File: src/rtl/segway_pkg.sv
// Shared definitions for the segway UART blocks (receiver and transmitter).
package segway_pkg;

    // 19200 baud at a 50 MHz system clock
    localparam int unsigned BAUD_CYCLES_DFLT = 2604;
    localparam int unsigned DATA_BITS        = 8;

    // Serial framing states, common to UART_tx and the receiver
    typedef enum logic [1:0] {
        IDLE  = 2'd0,
        START = 2'd1,
        DATA  = 2'd2,
        STOP  = 2'd3
    } uart_state_e;

    // Consumer-facing holding register contents
    typedef struct packed {
        logic [DATA_BITS-1:0] data;
        logic                 rdy;
        logic                 frm_err;
        logic                 ovr_err;
    } rx_hold_t;

endpackage

File: src/rtl/uart_rx_core.sv
// Bit-level UART receive framing: RX synchronizer, start detection, baud and
// bit counters, LSB-first shift register.
// Ports:
//   clk, rst_n    : system clock, asynchronous active-low reset
//   rx_i          : raw serial line (asynchronous, idles high)
//   byte_o        : assembled data byte (valid while byte_vld_c is high)
//   byte_vld_c    : one-cycle strobe, stop bit sampled high (combinational)
//   stop_bad_c    : one-cycle strobe, stop bit sampled low (combinational)
// BAUD_CYCLES must be at least 2 so the half-bit load is non-zero.
module uart_rx_core
    import segway_pkg::*;
#(
    parameter int unsigned BAUD_CYCLES = BAUD_CYCLES_DFLT
) (
    input  logic                 clk,
    input  logic                 rst_n,
    input  logic                 rx_i,
    output logic [DATA_BITS-1:0] byte_o,
    output logic                 byte_vld_c,
    output logic                 stop_bad_c
);

    localparam int unsigned       CNT_W    = $clog2(BAUD_CYCLES + 1);
    localparam logic [CNT_W-1:0]  CNT_FULL = CNT_W'(BAUD_CYCLES);
    localparam logic [CNT_W-1:0]  CNT_HALF = CNT_W'(BAUD_CYCLES / 2);
    localparam logic [3:0]        LAST_BIT = 4'(DATA_BITS - 1);

    logic                 rx_meta_q, rx_sync_q, rx_prev_q;
    uart_state_e          state_q, state_d;
    logic [CNT_W-1:0]     cnt_q, cnt_d;
    logic [3:0]           bit_cnt_q, bit_cnt_d;
    logic [DATA_BITS-1:0] shift_q, shift_d;

    logic fall_c;
    logic expire_c;

    // Synchronized falling edge; a line held low never looks like a new edge
    assign fall_c   = rx_prev_q & ~rx_sync_q;
    // Counter is loaded with N and expires when it reaches 1, giving N clocks
    assign expire_c = (cnt_q == CNT_W'(1));
    assign byte_o   = shift_q;

    // State and datapath registers; synchronizer flops preset to line idle
    always_ff @(posedge clk or negedge rst_n) begin
        if (!rst_n) begin
            rx_meta_q <= 1'b1;
            rx_sync_q <= 1'b1;
            rx_prev_q <= 1'b1;
            state_q   <= IDLE;
            cnt_q     <= '0;
            bit_cnt_q <= '0;
            shift_q   <= '0;
        end else begin
            rx_meta_q <= rx_i;
            rx_sync_q <= rx_meta_q;
            rx_prev_q <= rx_sync_q;
            state_q   <= state_d;
            cnt_q     <= cnt_d;
            bit_cnt_q <= bit_cnt_d;
            shift_q   <= shift_d;
        end
    end

    // Next-state, counters, shift and completion strobes
    always_comb begin
        state_d    = state_q;
        cnt_d      = cnt_q;
        bit_cnt_d  = bit_cnt_q;
        shift_d    = shift_q;
        byte_vld_c = 1'b0;
        stop_bad_c = 1'b0;

        unique case (state_q)
            IDLE: begin
                if (fall_c) begin
                    state_d = START;
                    cnt_d   = CNT_HALF;
                end
            end
            START: begin
                cnt_d = cnt_q - CNT_W'(1);
                if (expire_c) begin
                    if (!rx_sync_q) begin
                        state_d   = DATA;
                        cnt_d     = CNT_FULL;
                        bit_cnt_d = '0;
                    end else begin
                        // False start: glitch shorter than half a bit
                        state_d = IDLE;
                        cnt_d   = '0;
                    end
                end
            end
            DATA: begin
                cnt_d = cnt_q - CNT_W'(1);
                if (expire_c) begin
                    shift_d   = {rx_sync_q, shift_q[DATA_BITS-1:1]};
                    bit_cnt_d = bit_cnt_q + 4'd1;
                    cnt_d     = CNT_FULL;
                    if (bit_cnt_q == LAST_BIT) begin
                        state_d = STOP;
                    end
                end
            end
            STOP: begin
                cnt_d = cnt_q - CNT_W'(1);
                if (expire_c) begin
                    byte_vld_c = rx_sync_q;
                    stop_bad_c = ~rx_sync_q;
                    state_d    = IDLE;
                    cnt_d      = '0;
                end
            end
            default: begin
                state_d = IDLE;
                cnt_d   = '0;
            end
        endcase
    end

endmodule

File: src/rtl/uart_cmd_rx.sv
// UART command receiver: framing core plus consumer holding register with
// ready handshake and sticky framing/overrun error flags.
// Ports:
//   clk, rst_n : system clock, asynchronous active-low reset
//   RX         : serial line from the BLE module (asynchronous, idles high)
//   clr_rdy    : consumer acknowledge; clears rdy, frm_err, ovr_err
//   rx_data    : last correctly framed byte
//   rdy        : rx_data holds an unconsumed byte
//   frm_err    : sticky, a stop bit was sampled low
//   ovr_err    : sticky, a byte completed while rdy was already high
module uart_cmd_rx
    import segway_pkg::*;
#(
    parameter int unsigned BAUD_CYCLES = BAUD_CYCLES_DFLT
) (
    input  logic                 clk,
    input  logic                 rst_n,
    input  logic                 RX,
    input  logic                 clr_rdy,
    output logic [DATA_BITS-1:0] rx_data,
    output logic                 rdy,
    output logic                 frm_err,
    output logic                 ovr_err
);

    logic [DATA_BITS-1:0] core_byte;
    logic                 core_vld_c;
    logic                 core_bad_c;

    rx_hold_t hold_q, hold_d;

    uart_rx_core #(
        .BAUD_CYCLES (BAUD_CYCLES)
    ) u_core (
        .clk        (clk),
        .rst_n      (rst_n),
        .rx_i       (RX),
        .byte_o     (core_byte),
        .byte_vld_c (core_vld_c),
        .stop_bad_c (core_bad_c)
    );

    // Holding register
    always_ff @(posedge clk or negedge rst_n) begin
        if (!rst_n) begin
            hold_q <= '0;
        end else begin
            hold_q <= hold_d;
        end
    end

    // Acknowledge clears first; a completion in the same cycle then wins, so a
    // byte arriving with clr_rdy keeps rdy high without flagging an overrun.
    always_comb begin
        hold_d = hold_q;
        if (clr_rdy) begin
            hold_d.rdy     = 1'b0;
            hold_d.frm_err = 1'b0;
            hold_d.ovr_err = 1'b0;
        end
        if (core_vld_c) begin
            hold_d.data = core_byte;
            hold_d.rdy  = 1'b1;
            if (hold_q.rdy && !clr_rdy) begin
                hold_d.ovr_err = 1'b1;
            end
        end
        if (core_bad_c) begin
            hold_d.frm_err = 1'b1;
        end
    end

    assign rx_data = hold_q.data;
    assign rdy     = hold_q.rdy;
    assign frm_err = hold_q.frm_err;
    assign ovr_err = hold_q.ovr_err;

endmodule

File: config.mk
export PLATFORM = sky130hd
export DESIGN_NAME = uart_cmd_rx
export DESIGN_NICKNAME = d
export VERILOG_FILES = /design/src/rtl/segway_pkg.sv /design/src/rtl/uart_rx_core.sv /design/src/rtl/uart_cmd_rx.sv
export SDC_FILE = /design/constraint.sdc
export NUM_CORES = 1
export LEC_CHECK = 0
export CAP_MARGIN = 20
export CORE_UTILIZATION = 30
export CTS_BUF_LIST = sky130_fd_sc_hd__clkbuf_16
export DETAILED_ROUTE_END_ITERATION = 7
export HOLD_SLACK_MARGIN = 0.05
export PLACE_DENSITY_LB_ADDON = 0.1
export SLEW_MARGIN = 25
export SYNTH_ARGS = -nofsm -noshare
export SYNTH_HDL_FRONTEND = slang
export SYNTH_HIERARCHICAL = 1
export SYNTH_SLANG_ARGS = --single-unit
File: constraint.sdc
create_clock -name clk -period 4.3 [get_ports clk]
set_input_delay 0.86 -clock clk [delete_from_list [all_inputs] [get_ports clk]]
set_output_delay 0.86 -clock clk [all_outputs]
set_load 0.02 [all_outputs]
# Word-level counts from Yosys, hierarchy flattened
# Index checks and enable logic that the tools add are counted.
[word_totals]
ff_bits = 40
latchBits = 0
ramBits = 0
romBits = 0
out_inout_bits = 11
memories = 0
[classes]
addsub = 2
mul = 0
div = 0
n_lt_le_gt_ge = 0
eq_ne = 11
shift = 0
muxes = 26
bitwise = 2
n_reduce_logical = 9
[op_table]
columns = ["operator", "count"]
rows = [
  ["two-way mux 12 bit", 5],
  ["one-hot mux 12 bit (4 select lines)", 1],
  ["== test 12 x 1 -> 1 bit (second input constant)", 1],
  ["two-way mux 2 bit", 6],
  ["two-way mux 4 bit", 3],
  ["subtractor 12 x 1 -> 12 bit (second input constant)", 1],
  ["!= test 2 x 1 -> 1 bit (second input constant)", 5],
  ["two-way mux 1 bit", 8],
  ["one-hot mux 2 bit (4 select lines)", 1],
  ["one-hot mux 4 bit (2 select lines)", 1],
  ["nonzero test 2 bit", 3],
  ["AND reduction 5 bit", 1],
  ["adder 4 x 1 -> 4 bit (second input constant)", 1],
  ["== test 2 bit (second input constant)", 2],
  ["== test 4 x 3 -> 1 bit (second input constant)", 1],
  ["AND reduction 4 bit", 1],
  ["two-way mux 3 bit", 1],
  ["== test 2 x 1 -> 1 bit (second input constant)", 1],
  ["zero test 2 bit", 1],
  ["!= test 2 bit (second input constant)", 1],
  ["AND reduction 2 bit", 1],
  ["AND 1 bit", 1],
  ["logical AND 1 bit", 1],
  ["zero test 1 bit", 1],
  ["inverter 1 bit", 1],
]

# Logic depth before layout (Yosys ltp)
# Gate-level depths: netlist (run 1).
[logic_depth]
depth_word = 4
mapped_depth = 10
depth_no_buf = 8

# Modules after synthesis
# The synthesis (run 1) kept the hierarchy.
[by_module_without_submodules]
columns = ["mod", "instances", "cells_each", "area_each_um2"]
rows = [
  ["uart_rx_core", 1, 153, 1488.9],
  ["uart_cmd_rx", 1, 25, 435.4],
]

# Least setup slack after synthesis (run 1)
# No wires, ideal clock.
[synth_timing]
path_kind = "reg2reg"
start = "register u_core.cnt_q[1]"
end = "register hold_q, in the netlist rx_data[0]"
setup_time_ps = 125
arrival_time_ps = 2139
setup_slack_ps = 2036
path_stages_with_launch = 10
period_less_slack_ps = 2264
path_cell_list = "dfrtp_1 inv_1 ha_1 or4b_4 nor4_4 buf_6 nand2_1 nor2_1 buf_6 mux2_4"
[synth_between]
elab_chain_len = 3
[synth_lines]
columns = ["item", "line", "source"]
rows = [
  ["from (decl)", "uart_rx_core.sv:30", "logic [CNT_W-1:0] cnt_q, cnt_d;"],
  ["from (signal assigned)", "uart_rx_core.sv:58", "cnt_q <= cnt_d;"],
  ["== test 12 x 1 -> 1 bit", "uart_rx_core.sv:40", "assign expire_c = (cnt_q == CNT_W'(1));"],
  ["two-way mux 1 bit", "uart_rx_core.sv:107", "if (expire_c) begin"],
  ["two-way mux 1 bit", "uart_rx_core.sv:73", "unique case (state_q)"],
  ["named net core_vld_c", "uart_cmd_rx.sv:27", "logic core_vld_c;"],
  ["to (signal assigned)", "uart_cmd_rx.sv:48", "hold_q <= hold_d;"],
  ["to (decl)", "uart_cmd_rx.sv:30", "rx_hold_t hold_q, hold_d;"],
]
# The timed path passes the listed nets, and every way through them passes these cells.
# A chain may end at the register's enable or synchronous reset.

# Worst setup path in the final report (run 1)
[layout_timing]
start = "register u_core.cnt_q[1]"
end = "register u_core.shift_q[7] (netlist: u_core/byte_o[7])"
[layout_between]
elab_chain_len = 2
[layout_lines]
columns = ["item", "line", "source"]
rows = [
  ["== test 12 x 1 -> 1 bit", "uart_rx_core.sv:40", ""],
  ["AND reduction 2 bit (no line)", "--", ""],
  ["to (signal assigned)", "uart_rx_core.sv:60", "shift_q <= shift_d;"],
  ["to (decl)", "uart_rx_core.sv:32", "logic [DATA_BITS-1:0] shift_q, shift_d;"],
]
# No other way between the ends.

==> results of run 1 <==
[cell type report]
cell class                      count  area [um^2]
Fill cell                         592         3799
Tap cell                           75        93.84
Clock inverter                      2        12.51
Multi-Input combinational cell    127        862.1
Inverter                            5        18.77
Sequential cell                    40         1005
Timing Repair Buffer               15        145.1
Clock buffer                        5        125.1
[placed cells by master, fill, tap and decap left out, drive strengths merged, types with 6 or more instances in the layout]
cell type      instances
dfrtp                 37
nor2                  23
mux2                  16
clkdlybuf4s50         13
nand2                 13
a21oi                 12
nor3                   8
o21ai                  7
a21o                   6
[worst paths after layout]
check,end,cells past startpoint
worst min-delay path,u_core/rx_sync_q,0
worst max register to register,u_core/byte_o[7],6
worst min register to register,u_core/rx_sync_q,0
min in group asynchronous,rx_data[0],1
worst max-delay path,u_core/byte_o[7],6
max in group asynchronous,u_core/rx_meta_q,1
[per-stage QoR]
step                      util [%]  power [W]
after global placement       35.01  0.0007361
final                        37.32   0.001083
after global routing         37.32   0.001155
after floorplan                  -  0.0006788
after CTS                    37.28   0.001101
after detailed placement     35.01  0.0007392
[registers in the layout, summed over array words and instances, names as in the netlist, named ones only]
name and cells:
u_core/cnt_q 12, frm_err 1, rx_data 8, u_core/state_q 1, u_core/rx_prev_q 1, u_core/bit_cnt_q 4
u_core/byte_o 8, rdy 1, ovr_err 1, u_core/rx_sync_q 1, u_core/rx_meta_q 1
[cell families after synthesis]
| kind of cell | share of synthesized area, % |
|---|---|
| compound gates | 13.98 |
| fa+ha+maj | 1.951 |
| buf+inv | 2.991 |
| flops | 52.21 |
| mux | 11.44 |
| simple gates | 17.43 |
[worst max-delay path, stage by stage (launching register included)]
cell and delay, ns:
dfrtp_1 0.39, inv_1 0.10, ha_1 0.14, or4b_4 0.49, nor4_4 0.54, nand2_1 0.44
mux2_2 0.39
[metal layers]
metal	part of all wire, %	vias up	wire length (um)
met4	1.2	0	47
met5	0	-	0
met3	4.0	4	153
li1	-	667	-
met1	52	649	1986
met2	43	27	1636
[power breakdown]
group	internal (W)	switching (W)
logic	0.000100	0.000119
registers	0.000438	0.0000765
clock network	0.000210	0.000140
total	0.000748	0.000335
==> impl_metrics.tcl, run 1 <==
set metrics [dict create \
    status "finished, final reports clean" \
    final_area_um2 2262 \
    synth_top_cell_by_area "dfrtp_1" \
    n_antenna_cell 0 \
    initial_core_util_pct 31.75 \
    postCtsSetupRepairBufs 0 \
    drt_wl_total_um 3824 \
    place_congestion 0.7991 \
    ys_seq_area_share_pct 52.21 \
    ys_async_sr_fraction_pct 100.0 \
    rsz0062_at_grt "false" \
    synth.ff_latch_count 40 \
    tns_ns 0 \
    viasPerCell 5.007 \
    busiest_layer "met2" \
    synth_cell_types 42 \
    yosysWarnings 6 \
    portBuffers 14 \
    drt_iter0_drc 117 \
    ant_nets 0 \
    worstSetupEndpointType "register" \
    synth.top_cell.area_share_pct 48.11 \
    worstSkewPairLatency_ns 0.28 \
    drc 0 \
    wire_per_inst_um 14.22 \
    grt_max_degree 41 \
    reg2reg_slack_ns 1.70 \
    fin_ws_ns 1.705 \
    timing.final.crit_share_pct 60.36 \
    synth_nets 185 \
    p_per_area_nw_per_um2 478.9 \
    whs_ns 0.3563 \
    die_area_um2 6739 \
    fp.dieW_um 82.09 \
    cts_max_level 2 \
    clock-sinks 40 \
    hold_start "u_core/rx_meta_q" \
    synth_area_leaders "dfrtp_1 48%, mux2_4 6.2%, mux2_2 4.7%" \
    vdd_drop_max_uv 153.8 \
    worstPathArrival_ns 2.76 \
    clkTransAtPathRegs_ns 0.06 \
    grt_util_met3_pct 3.736 \
    finClkSkew_ns 0.002722 \
    setup.worst_path.start_class "register" \
    place_area_um2 2122 \
    grt.total_usage_pct 12.95 \
    cts_hold_buf 0 \
    synth_commonest_cells "37 x dfrtp_1, 23 x nor2_1, 13 x nand2_1" \
    drv_cap 0 \
    drive_above_1_share_pct 19.59 \
    critPathMaxFanout 12 \
    slew_violations 0 \
    fin_cells 269 \
    num_io_pins 15 \
    clock_path_buffers 2 \
    synth_most_common_cell "dfrtp_1" \
    syn_area_per_cell_um2 10.81 \
    vias 1347 \
    maxSlewHeadroom_pct 58.59 \
    rows 28 \
    overflow 0 \
    synth_ff_type "dfrtp_1" \
    cts_resized 0 \
    report.final.setup_viol 0 \
    fp.dieH_um 82.09 \
    syn_inst 178 \
    cts_tree "yes" \
    firstDrtPassIters 4 \
    critPathKind "register to register" \
    grt_use_met2_pct 18.43 \
    min_path_type "register to register" \
    root_buffer "clkbuf_16" \
    netlist_area_um2 1924 \
    grt_pass1_vias 1253 \
    use_met1_pct 17.99 \
    critical_path_required_ns 4.46 \
    rr_startpoint "u_core/cnt_q[1]" \
    antenna_found_initial 0 \
    worst-slew-pin-transition_ns 0.6189 \
    finalNetCount 201 \
    coreArea_um2 6061 \
    fmax_mhz 385.3 \
    p_leak_nw 0.9963 \
    startpoint "u_core/cnt_q[1]" \
    dp_slack_ns 1.707 \
    hpwlAfterDp_um 2645 \
    fin_crit_ns 2.596 \
    grt_pass1_wl_um 6361 \
    placedCellCount 262 \
    synth-edff-count 0 \
    cts-buffers-inserted 5 \
    final-hold-violation-count 0 \
    syn_to_final_growth_pct 17.56 \
]
No activity file was read; power rests on OpenSTA's default activity.
==> run 2, diff against run 1 <==
==> constraint.sdc (replaced) <==
create_clock -name clk -period 2.4 [get_ports clk]
set_input_delay 0.48 -clock clk [delete_from_list [all_inputs] [get_ports clk]]
set_output_delay 0.48 -clock clk [all_outputs]
set_load 0.02 [all_outputs]
==> run 2 against run 1 <==
Non-clock buffer count rose by 3. Power rose by 93%. Wire length rose by 4.9%. Sequential share of layout area fell by 1.1 points.
==> impl_metrics.tcl, run 2 (synthesized netlist as in run 1, its figures left out) <==
set metrics [dict create \
    fin_crit_ns 2.265 \
    final_common_cell "dfrtp_1" \
    grt_pass1_vias 1386 \
    crit_family "simple AND/OR/NAND/NOR gates" \
    ff_latch_area_um2 1005 \
    critPathBufInv 2 \
    p_per_area_nw_per_um2 899.2 \
    status "finished, final reports clean" \
    final-hold-violation-count 0 \
    clock-sinks 40 \
    slowest_delay_ns 0.49 \
    worstPathArrival_ns 2.43 \
    top_register "u_core/cnt_q" \
    final_area_um2 2322 \
    tns_ns 0 \
    cts_max_level 2 \
    min_path_type "primary input to asynchronous set/reset pin" \
    portBuffers 14 \
    vias 1407 \
    grt.total_usage_pct 13.84 \
    root_buffer "clkbuf_16" \
    drt_wl_total_um 4013 \
    reg2reg_slack_ns 0.14 \
    slew_violations 0 \
    timing.final.crit_share_pct 94.37 \
    clkTransAtPathRegs_ns 0.06 \
    cts_tree "yes" \
    place_area_um2 2145 \
    hpwlAfterDp_um 2806 \
    cts-buffers-inserted 5 \
    drive_above_1_share_pct 21.72 \
    finalNetCount 204 \
    num_io_pins 15 \
    whs_ns 0.2530 \
    cts_hold_buf 0 \
    viasPerCell 5.154 \
    place_congestion 0.8037 \
    dp_slack_ns -0.01687 \
    vdd_drop_max_uv 536.7 \
    worstSkewPairLatency_ns 0.28 \
    r2r_end "rx_data[7]" \
    multiInputGateArea_um2 864.6 \
    rr_startpoint "u_core/cnt_q[1]" \
    largest_reg_flops 12 \
    drt_iter0_drc 53 \
    finClkSkew_ns 0.003812 \
    slowest_stage "or4b_4" \
    fp.dieW_um 82.09 \
    ant_nets 0 \
    num-fill-cells 608 \
    critPathKind "register to register" \
    syn_to_final_growth_pct 20.68 \
    critPathMaxFanout 10 \
    critical_path_required_ns 2.56 \
    crit_path_end "rx_data[7]" \
    grt_max_degree 41 \
    overflow 0 \
    drc 0 \
    rr_worst_depth 8 \
    worstPathCellList "inv_1, ha_1, or4b_4, nor4_4, nand2_1, nor2_1, buf_6, mux2_4" \
    antenna_found_initial 0 \
    report.final.setup_viol 0 \
    initial_core_util_pct 31.75 \
    worst-slew-pin-transition_ns 0.5064 \
    cp_num_cells 8 \
    worstSetupEndpointType "register" \
    startpoint "u_core/cnt_q[1]" \
    rows 28 \
    setup.worst_path.start_class "register" \
    fp.dieH_um 82.09 \
    fmax_mhz 441.5 \
    layout_common_cells "37 x dfrtp_1, 23 x nor2_1, 13 x clkdlybuf4s50_1" \
    power_w 0.002088 \
    drv_cap 0 \
    maxSlewHeadroom_pct 66.24 \
    clock_path_buffers 2 \
    wire_per_inst_um 14.70 \
    die_area_um2 6739 \
    fin_ws_ns 0.1352 \
    grt_pass1_wl_um 6851 \
    coreArea_um2 6061 \
    p_leak_nw 1.028 \
    n_antenna_cell 0 \
    firstDrtPassIters 4 \
]
[run 2: cell count changes in the layout (fill, tap and decap cells not counted)]
cell,change
buf_6,+1
buf_4,+1
nand2_1,-1
buf_2,+1
clkinv_2,-1
bufinv_16,+1
nand2_2,+1
inv_6,+1
[run 2: where the power goes]
group	total [W]	internal, W	switching (W)
Combinational	0.000401	0.000181	0.000220
Clock	0.000765	0.000494	0.000272
Sequential	0.000922	0.000784	0.000138
Total	0.00209	0.00146	0.000630
[run 2: per-layer routing]
metal / vias to the layer above / part of all wire, % / global-route usage (%)
li1: 678 / - / -
met1: 705 / 50 / 18.38
met2: 20 / 46 / 21.24
met3: 4 / 2.6 / 3.297
met4: 0 / 0.90 / 6.316
met5: - / 0 / 0
[run 2: worst min path at each step]
| stage | start | endpoint | slack (ns) | cells past startpoint |
|---|---|---|---|---|
| detailed placement | u_core/rx_meta_q | u_core/rx_sync_q | 0.35 | 0 |
| CTS | rst_n | rx_data[1] | 0.27 | 2 |
| global placement | u_core/rx_meta_q | u_core/rx_sync_q | 0.35 | 0 |
| finish | rst_n | u_core/byte_o[0] | 0.25 | 2 |
| global route | rst_n | rx_data[0] | 0.31 | 2 |
| floorplan | rst_n | frm_err | 0.18 | 0 |
[run 2: metrics by stage]
step                cells  utilization (%)
finish                273            38.32
global route          273            38.32
detailed placement    265            35.38
floorplan             178                -
CTS                   273            38.25
global placement      265            35.38
[run 2: final cells by class]
type | instances | share of cell area, %
multi-input combinational | 127 | 37.23
clock inverter | 3 | 1.994
inverter | 5 | 0.8082
timing repair buffer | 18 | 7.274
sequential | 40 | 43.26
clock buffer | 5 | 5.388
tap | 75 | 4.041
[run 2: repair_timing]
action,CTS,global route
endpoints found under the setup margin,8,8
setup buffers,0,0
gates resized for setup,1,1
